--- src/rtl/alu_result_fifo.sv ---
// First-word-fall-through result FIFO behind the 8-bit ALU: stores C plus {OF,ZF,SF,PF},
// hands entries out over valid/ready, tracks a sticky overflow and a saturating drop count.

module alu_result_fifo_cell #(
  parameter int W = 12
) (
  input  logic         clk,
  input  logic         we,
  input  logic [W-1:0] d,
  output logic [W-1:0] q
);
  // Storage is deliberately not reset; occupancy is tracked by the pointers.
  always_ff @(posedge clk)
    if (we) q <= d;
endmodule

module alu_result_fifo #(
  parameter int WIDTH = 8,
  parameter int DEPTH = 4,
  parameter int CNTW  = 8
) (
  input  logic                       clk,
  input  logic                       rst_n,
  input  logic                       in_valid,
  output logic                       in_ready,
  input  logic [WIDTH-1:0]           C,
  input  logic                       OF,
  input  logic                       ZF,
  input  logic                       SF,
  input  logic                       PF,
  output logic                       out_valid,
  input  logic                       out_ready,
  output logic [WIDTH-1:0]           out_data,
  output logic [3:0]                 out_flags,
  output logic [$clog2(DEPTH):0]     count,
  output logic                       full,
  output logic                       empty,
  output logic                       sticky_of,
  input  logic                       clr_sticky,
  output logic [CNTW-1:0]            drop_cnt
);
  localparam int PW = $clog2(DEPTH);
  localparam int CW = PW + 1;
  localparam int EW = WIDTH + 4;

  typedef struct packed {
    logic [3:0]       flags;
    logic [WIDTH-1:0] data;
  } entry_t;

  logic [PW-1:0]            wr_ptr, rd_ptr;
  logic [DEPTH-1:0][EW-1:0] mem_q;
  entry_t                   wr_ent, head;
  logic                     push, pop;

  assign full      = (count == CW'(DEPTH));
  assign empty     = (count == '0);
  assign in_ready  = ~full;
  assign out_valid = ~empty;
  // in_ready is ~full, so a pop while full cannot free a slot for this cycle's push.
  assign push      = in_valid & in_ready;
  assign pop       = out_valid & out_ready;

  assign wr_ent.flags = {OF, ZF, SF, PF};
  assign wr_ent.data  = C;

  genvar i;
  generate
    for (i = 0; i < DEPTH; i++) begin : g_cell
      alu_result_fifo_cell #(.W(EW)) u_cell (
        .clk (clk),
        .we  (push && (wr_ptr == PW'(i))),
        .d   (wr_ent),
        .q   (mem_q[i])
      );
    end
  endgenerate

  assign head      = entry_t'(mem_q[rd_ptr]);
  assign out_data  = empty ? '0 : head.data;
  assign out_flags = empty ? '0 : head.flags;

  always_ff @(posedge clk or negedge rst_n) begin
    if (!rst_n) begin
      wr_ptr    <= '0;
      rd_ptr    <= '0;
      count     <= '0;
      sticky_of <= 1'b0;
      drop_cnt  <= '0;
    end else begin
      if (push) wr_ptr <= wr_ptr + PW'(1);
      if (pop)  rd_ptr <= rd_ptr + PW'(1);
      if (push && !pop)      count <= count + CW'(1);
      else if (pop && !push) count <= count - CW'(1);
      // Set beats clear when both happen together.
      if (push && OF)      sticky_of <= 1'b1;
      else if (clr_sticky) sticky_of <= 1'b0;
      if (in_valid && full && (drop_cnt != '1)) drop_cnt <= drop_cnt + CNTW'(1);
    end
  end
endmodule
--- config.mk ---
export PLATFORM = sky130hd
export DESIGN_NAME = alu_result_fifo
export DESIGN_NICKNAME = d
export VERILOG_FILES = /design/src/rtl/alu_result_fifo.sv
export SDC_FILE = /design/constraint.sdc
export NUM_CORES = 1
export LEC_CHECK = 0
export ABC_AREA = 1
export ABC_CLOCK_PERIOD_IN_PS = 2300
export BUFFER_PORTS_ARGS = -buffer_cell sky130_fd_sc_hd__buf_4
export CAP_MARGIN = 20
export CORE_UTILIZATION = 49
export CTS_BUF_LIST = sky130_fd_sc_hd__clkbuf_4 sky130_fd_sc_hd__clkbuf_8 sky130_fd_sc_hd__clkbuf_16
export CTS_CLUSTER_DIAMETER = 200
export DETAILED_ROUTE_END_ITERATION = 8
export GPL_ROUTABILITY_DRIVEN = 0
export GPL_TIMING_DRIVEN = 1
export PLACE_DENSITY = 0.68
export SYNTH_ARGS = -nofsm -noshare
export SYNTH_HDL_FRONTEND = slang
export SYNTH_SLANG_ARGS = --single-unit
--- constraint.sdc ---
create_clock -name clk -period 2.3 [get_ports clk]
set_input_delay 0.23 -clock clk [delete_from_list [all_inputs] [get_ports clk]]
set_output_delay 0.23 -clock clk [all_outputs]
set_load 0.01 [all_outputs]
* Word level (Yosys, flattened, before mapping)
Index checks and enable logic that the tools add are counted.
Word-level totals: register bits 64, word-level logic and storage cells 47
Cells by class: bitwise operators 4, add/sub/neg operators 5, equal/unequal tests 5, reduce and logical (&&, ||, !) cells 15, magnitude comparators 1, muxes and demuxes 8
Operators with widths (number):
- $bmux 12 s2 | 1
- $mux 12 | 1
- $logic_and 1x1->1 | 9
- $add 8x1->8 const B | 1
- $mux 8 | 1
- $ne 8x8->1 const B | 1
- $mux 3 | 2
- $add 2x1->2 const B | 2
- $eq 2x2->1 const B | 2
- $mux 4 | 1
- $reduce_bool 2->1 | 2
- $add 3x1->3 const B | 1
- $eq 3x3->1 const B | 1
- $logic_not 3->1 | 1
- $lt 2x3->1 const B | 1
- $sub 3x1->3 const B | 1
- $and 1x1->1 | 2
- $eq 2x1->1 const B | 1
- $logic_not 1->1 | 2
- $logic_not 2->1 | 1
- $mux 1 | 2
- $not 1->1 | 2

* Depth between registers and ports, before layout
depth in word-level cells 7, depth in mapped cells 10

* Hierarchy
A second synthesis with hierarchy kept.
Unflattened totals: cells, all modules 257, area total of the unflattened synthesis 2806.4 um^2
Modules (own cells, without submodules):
- alu_result_fifo_cell | area an instance 360.3 um^2, sequential area each 360.3 um^2, times used 4, cells each 12
- alu_result_fifo | area an instance 1365.1 um^2, sequential area each 400.4 um^2, times used 1, cells each 209

* Worst setup path after synthesis
OpenSTA, ideal clock, no wires.
kind reg-to-reg, from register count[0], to register count[2], setup time 0.079 ns, data required time 2.221 ns, slack 0.296 ns, period minus slack after synthesis 2.004 ns, arrival 1.925 ns, buffers on the path 0, stages on the path, launching flop included 11, path through dfrtp_1 nor2_4 nand2_2 nand2_4 inv_1 ha_1 inv_1 fa_1 or2_2 nand2_1 xor2_1
On the way: longest elaborated chain between the ends 6
RTL lines:
- start, declared | RTL line 35 | output logic [$clog2(DEPTH):0] count,
- start signal, assigned | RTL line 93 | if (push && !pop) count <= count + CW'(1);
- start signal, assigned | RTL line 94 | else if (pop && !push) count <= count - CW'(1);
- $eq 3x3->1 * | RTL line 56 | assign full = (count == CW'(DEPTH));
- $not 1->1 * | RTL line 58 | assign in_ready = ~full;
- net in_ready | RTL line 25 | output logic in_ready,
- $and 1x1->1 * | RTL line 61 | assign push = in_valid & in_ready;
- net push | RTL line 54 | logic push, pop;
- $logic_not 1->1 | RTL line 94
- $logic_and 1x1->1 | RTL line 94
- $reduce_bool 2->1 (no source line)
The timed path passes the listed nets; every way through them passes the cells marked *. The select of a mux whose other input is x is not followed. A chain may end at the register's enable or synchronous reset.

* Final worst setup path
from register count[0], to register count[2]
On the way: longest elaborated chain between the ends 6
RTL lines (RTL line):
- $eq 3x3->1 * | 56
- $not 1->1 * | 58
- $and 1x1->1 * | 61
- net push | 54
- $logic_not 1->1 | 94
- $logic_and 1x1->1 | 94
- $reduce_bool 2->1 (no source line)
Marked as above.

==> Implementation_results.wiki <==
{| class="wikitable"
! Metric !! Value
|-
| Initial core utilization || 0.512
|-
| Slew margin rel. || 0.655
|-
| Unrepaired setup endpoints after global routing || no
|-
| Post-synthesis share of cell area spent on xor and xnor gates || 0.0245
|-
| Share of synthesized area spent on multiplexers || 0.00394
|-
| Series of cell instances along the critical path || nor2_4 -> nand2_2 -> nand2_4 -> inv_1 -> ha_1 -> inv_1 -> fa_1 -> or2_2 -> nand2_1 -> xor2_1
|-
| Maximum clock path buffer count || 2
|-
| Core outline area || 5570 sq um
|-
| Syn Std Cell Area || 2860 sq um
|-
| CP peak stage delay || 0.48 ns
|-
| Later-pin clock latency in the skew report || 0.34 ns
|-
| Kind of start point of the critical path || flip-flop
|-
| Top_reg_cell synth || sky130_fd_sc_hd__edfxtp_1
|-
| Worst r2r path cells || 10
|-
| Total track usage || 0.201
|-
| Status || finished clean
|-
| Layout cell share with drive strength beyond 1 || 0.258
|-
| Transition time of the tightest slew-check pin || 0.517 ns
|-
| Power per cell area || 1270 nW/um^2
|-
| Initial antenna violation count || 0
|-
| Via count || 1928
|-
| Upper clock frequency limit || 473 MHz
|-
| Number of standard cells after synthesis || 258
|-
| Number of I/O port buffers || 44
|-
| Total iterations of the first detailed-routing run || 5
|-
| Clock Sinks || 64
|-
| Setup_tns || 0 ns
|-
| Synth warnings || 0
|-
| Hold Violations, Final || 0
|-
| Area growth syn-to-layout || 21.5%
|-
| Setup-failing EPs final || 0
|-
| Maximum number of pins on one net before global-route repair || 26
|-
| Cell depth of the worst min-delay path || 2
|-
| Async set-or-reset flop fraction in the synthesized netlist || 0.250
|-
| Compound-Gate Fraction of Synth Area || 0.0758
|-
| Std-Cell Rows || 27
|-
| Combinational family with the most area after synthesis || simple AND/OR/NAND/NOR gates
|-
| Number of cells upsized or downsized after cts || 0
|-
| Worst-case register-to-register setup slack || 0.18 ns
|-
| Max-Cap Viols || 0
|-
| Total congestion overflow || 0
|-
| Worst Hold End || sticky_of
|-
| Critical path's slowest cell || sky130_fd_sc_hd__dfrtp_1
|-
| Wire length per cell || 13.9 um
|-
| Arrival time of the worst setup path || 2.38 ns
|-
| Total design power || 4400 uW
|-
| Ant. Diodes || 0
|-
| Worst-case setup slack after placement || 0.193 ns
|-
| Kind of path behind the tightest hold check || primary input to flip-flop
|-
| Full die area || 6140 sq um
|-
| Wire length of the first global-routing pass || 8890 um
|-
| IR drop worst, VDD || 0.768 mV
|-
| Post-Synthesis Net Count || 282
|-
| Number of global-route vias before repair || 1840
|-
| Number of buffers added for setup after CTS || 0
|-
| Register area share after synthesis || 0.645
|-
| DR iter-0 viols || 83
|-
| Share of the clock period used by the worst path after layout || 0.920
|-
| Final critical delay including setup and external delays || 2.12 ns
|-
| Width of the chip || 78.4 um
|-
| Number of distinct library cells after synthesis || 28
|-
| Area share of fa/ha/maj cells after synthesis || 0.0333
|-
| Clock skew after layout || 0.00585 ns
|-
| Total Routed Length || 5430 um
|-
| TritonCTS clock tree || built
|-
| Simple-gate portion of the synthesized area || 0.171
|-
| Reg clk slew, reported paths || 0.07 ns
|-
| Nets || 337
|-
| Req. time, crit path || 2.56 ns
|-
| Yosys reg bits || 64
|-
| Post-synth EDFFs || 48
|-
| Worst Min Path Start || clr_sticky
|-
| DP HPWL || 3540 um
|-
| Crit Reg-Reg Endpoint || count[2]
|-
| Fill cell count || 462
|-
| Beginning of the worst register-to-register path || count[0]
|-
| Most frequent CP cell || sky130_fd_sc_hd__inv_1
|-
| Number of top-level design ports || 45
|-
| Vertical die dimension || 78.4 um
|-
| Number of CTS-inserted buffers || 9
|-
| Clock root cell || sky130_fd_sc_hd__clkbuf_8
|-
| Total leakage power || 0.00144 uW
|-
| Avg Vias per Cell || 4.94
|-
| Endpoint kind of the worst setup timing path || flip-flop
|-
| Max Transition Viols Final || 0
|-
| Number of H-tree branching levels || 3
|-
| Crit path setup slack, layout || 0.184 ns
|-
| Mean area per synthesized cell || 11.1 sq um
|-
| Worst setup path class || flip-flop to flip-flop
|-
| Biggest fanout along the worst timing path || 6
|-
| Residual DRC count || 0
|-
| Post-route ant nets || 0
|}
[metrics by stage]
step           cell area (sq um)  utilization  std cells  hold slack, ns
3_5_place_dp                3270        0.586        373           0.103
4_1_cts                     3470        0.622        390          0.0604
2_1_floorplan               2860            -        258         -0.0656
5_1_grt                     3470        0.622        390          0.0682
3_3_place_gp                3270        0.586        373           0.104
6_report                    3470        0.622        390          0.0843
[worst max-delay path: cells and delay by family (launching register included)]
kind          cells  cell delay (ns)
simple gates      5             0.66
xor+xnor          1             0.14
buf+inv           2             0.20
flops             1             0.48
fa+ha+maj         2             0.56
[where the power goes]
| group | internal, uW | switching, uW |
|---|---|---|
| sequential | 1530 | 144 |
| combinational | 756 | 1040 |
| clock | 506 | 426 |
| total | 2790 | 1610 |
[flip-flops by register name, summed over array words and instances, names as in the netlist]
register,count
drop_cnt,8
wr_ptr,2
sticky_of,1
rd_ptr,2
count,3
g_cell.u_cell.q,48
[layout make-up]
type                            instances  area (sq um)  area share
Inverter                               19          71.3      0.0206
Tap cell                               72          90.1      0.0260
Timing Repair Buffer                   52           393       0.113
Clock buffer                           10           131      0.0379
Clock inverter                          6          60.1      0.0173
Multi-Input combinational cell        167           882       0.254
Sequential cell                        64          1840       0.531
[synthesized netlist by cell type, types with 2 or more instances]
library cell | number | area (sq um)
sky130_fd_sc_hd__buf_2 | 3 | 15.0
sky130_fd_sc_hd__xor2_1 | 7 | 61.3
sky130_fd_sc_hd__buf_6 | 3 | 33.8
sky130_fd_sc_hd__inv_2 | 3 | 11.3
sky130_fd_sc_hd__nor2_4 | 3 | 33.8
sky130_fd_sc_hd__nand2_2 | 4 | 25.0
sky130_fd_sc_hd__nand2_1 | 34 | 128
sky130_fd_sc_hd__ha_1 | 6 | 75.1
sky130_fd_sc_hd__nand3_1 | 4 | 20.0
sky130_fd_sc_hd__edfxtp_1 | 48 | 1440
sky130_fd_sc_hd__dfrtp_1 | 16 | 400
sky130_fd_sc_hd__a21oi_1 | 13 | 65.1
sky130_fd_sc_hd__inv_1 | 16 | 60.1
sky130_fd_sc_hd__nand4_1 | 2 | 12.5
sky130_fd_sc_hd__nor2_1 | 58 | 218
sky130_fd_sc_hd__o21ai_0 | 26 | 130
[how the worst max path moves through the flow]
stage	from	endpoint	depth (start not counted)
4_1_cts	count[0]	count[2]	10
6_report	count[0]	count[2]	10
3_5_place_dp	count[0]	count[2]	10
3_3_place_gp	count[0]	count[2]	10
2_1_floorplan	count[0]	count[2]	10
5_1_grt	count[0]	count[2]	10
[routing by layer]
metal / up-vias / wire length (um) / GRT usage
met3: 9 / 283 / 0.0465
li1: 971 / - / -
met4: 0 / 114 / 0.117
met1: 896 / 2450 / 0.256
met2: 52 / 2580 / 0.315
met5: - / 0 / 0
[repair_timing]
item / 4_1_cts / 5_1_grt
hold buffers: 1 / 0
endpoints found under the setup margin: 0 / 0
hold endpoints to repair: 16 / 0
[cells by family after synthesis]
logic type / count (synthesis)
simple gates: 110
fa+ha+maj: 7
xor+xnor: 8
buf+inv: 27
mux: 1
flops: 64
compound gates: 41
[cells in the final DEF (no fill, tap or decap), types with 2 or more instances in the layout]
cell type,instances
sky130_fd_sc_hd__nand4_1,2
sky130_fd_sc_hd__edfxtp_1,48
sky130_fd_sc_hd__nor2_4,3
sky130_fd_sc_hd__nor2_1,58
sky130_fd_sc_hd__nand2_1,34
sky130_fd_sc_hd__o21ai_0,26
sky130_fd_sc_hd__a21oi_1,13
sky130_fd_sc_hd__clkbuf_8,9
sky130_fd_sc_hd__dfrtp_1,16
sky130_fd_sc_hd__clkinv_2,2
sky130_fd_sc_hd__nand2_2,4
sky130_fd_sc_hd__xor2_1,7
sky130_fd_sc_hd__inv_2,3
sky130_fd_sc_hd__nand3_1,4
sky130_fd_sc_hd__ha_1,6
sky130_fd_sc_hd__buf_4,51
sky130_fd_sc_hd__inv_1,16
Note: power is estimated with default switching activity, not from simulation.
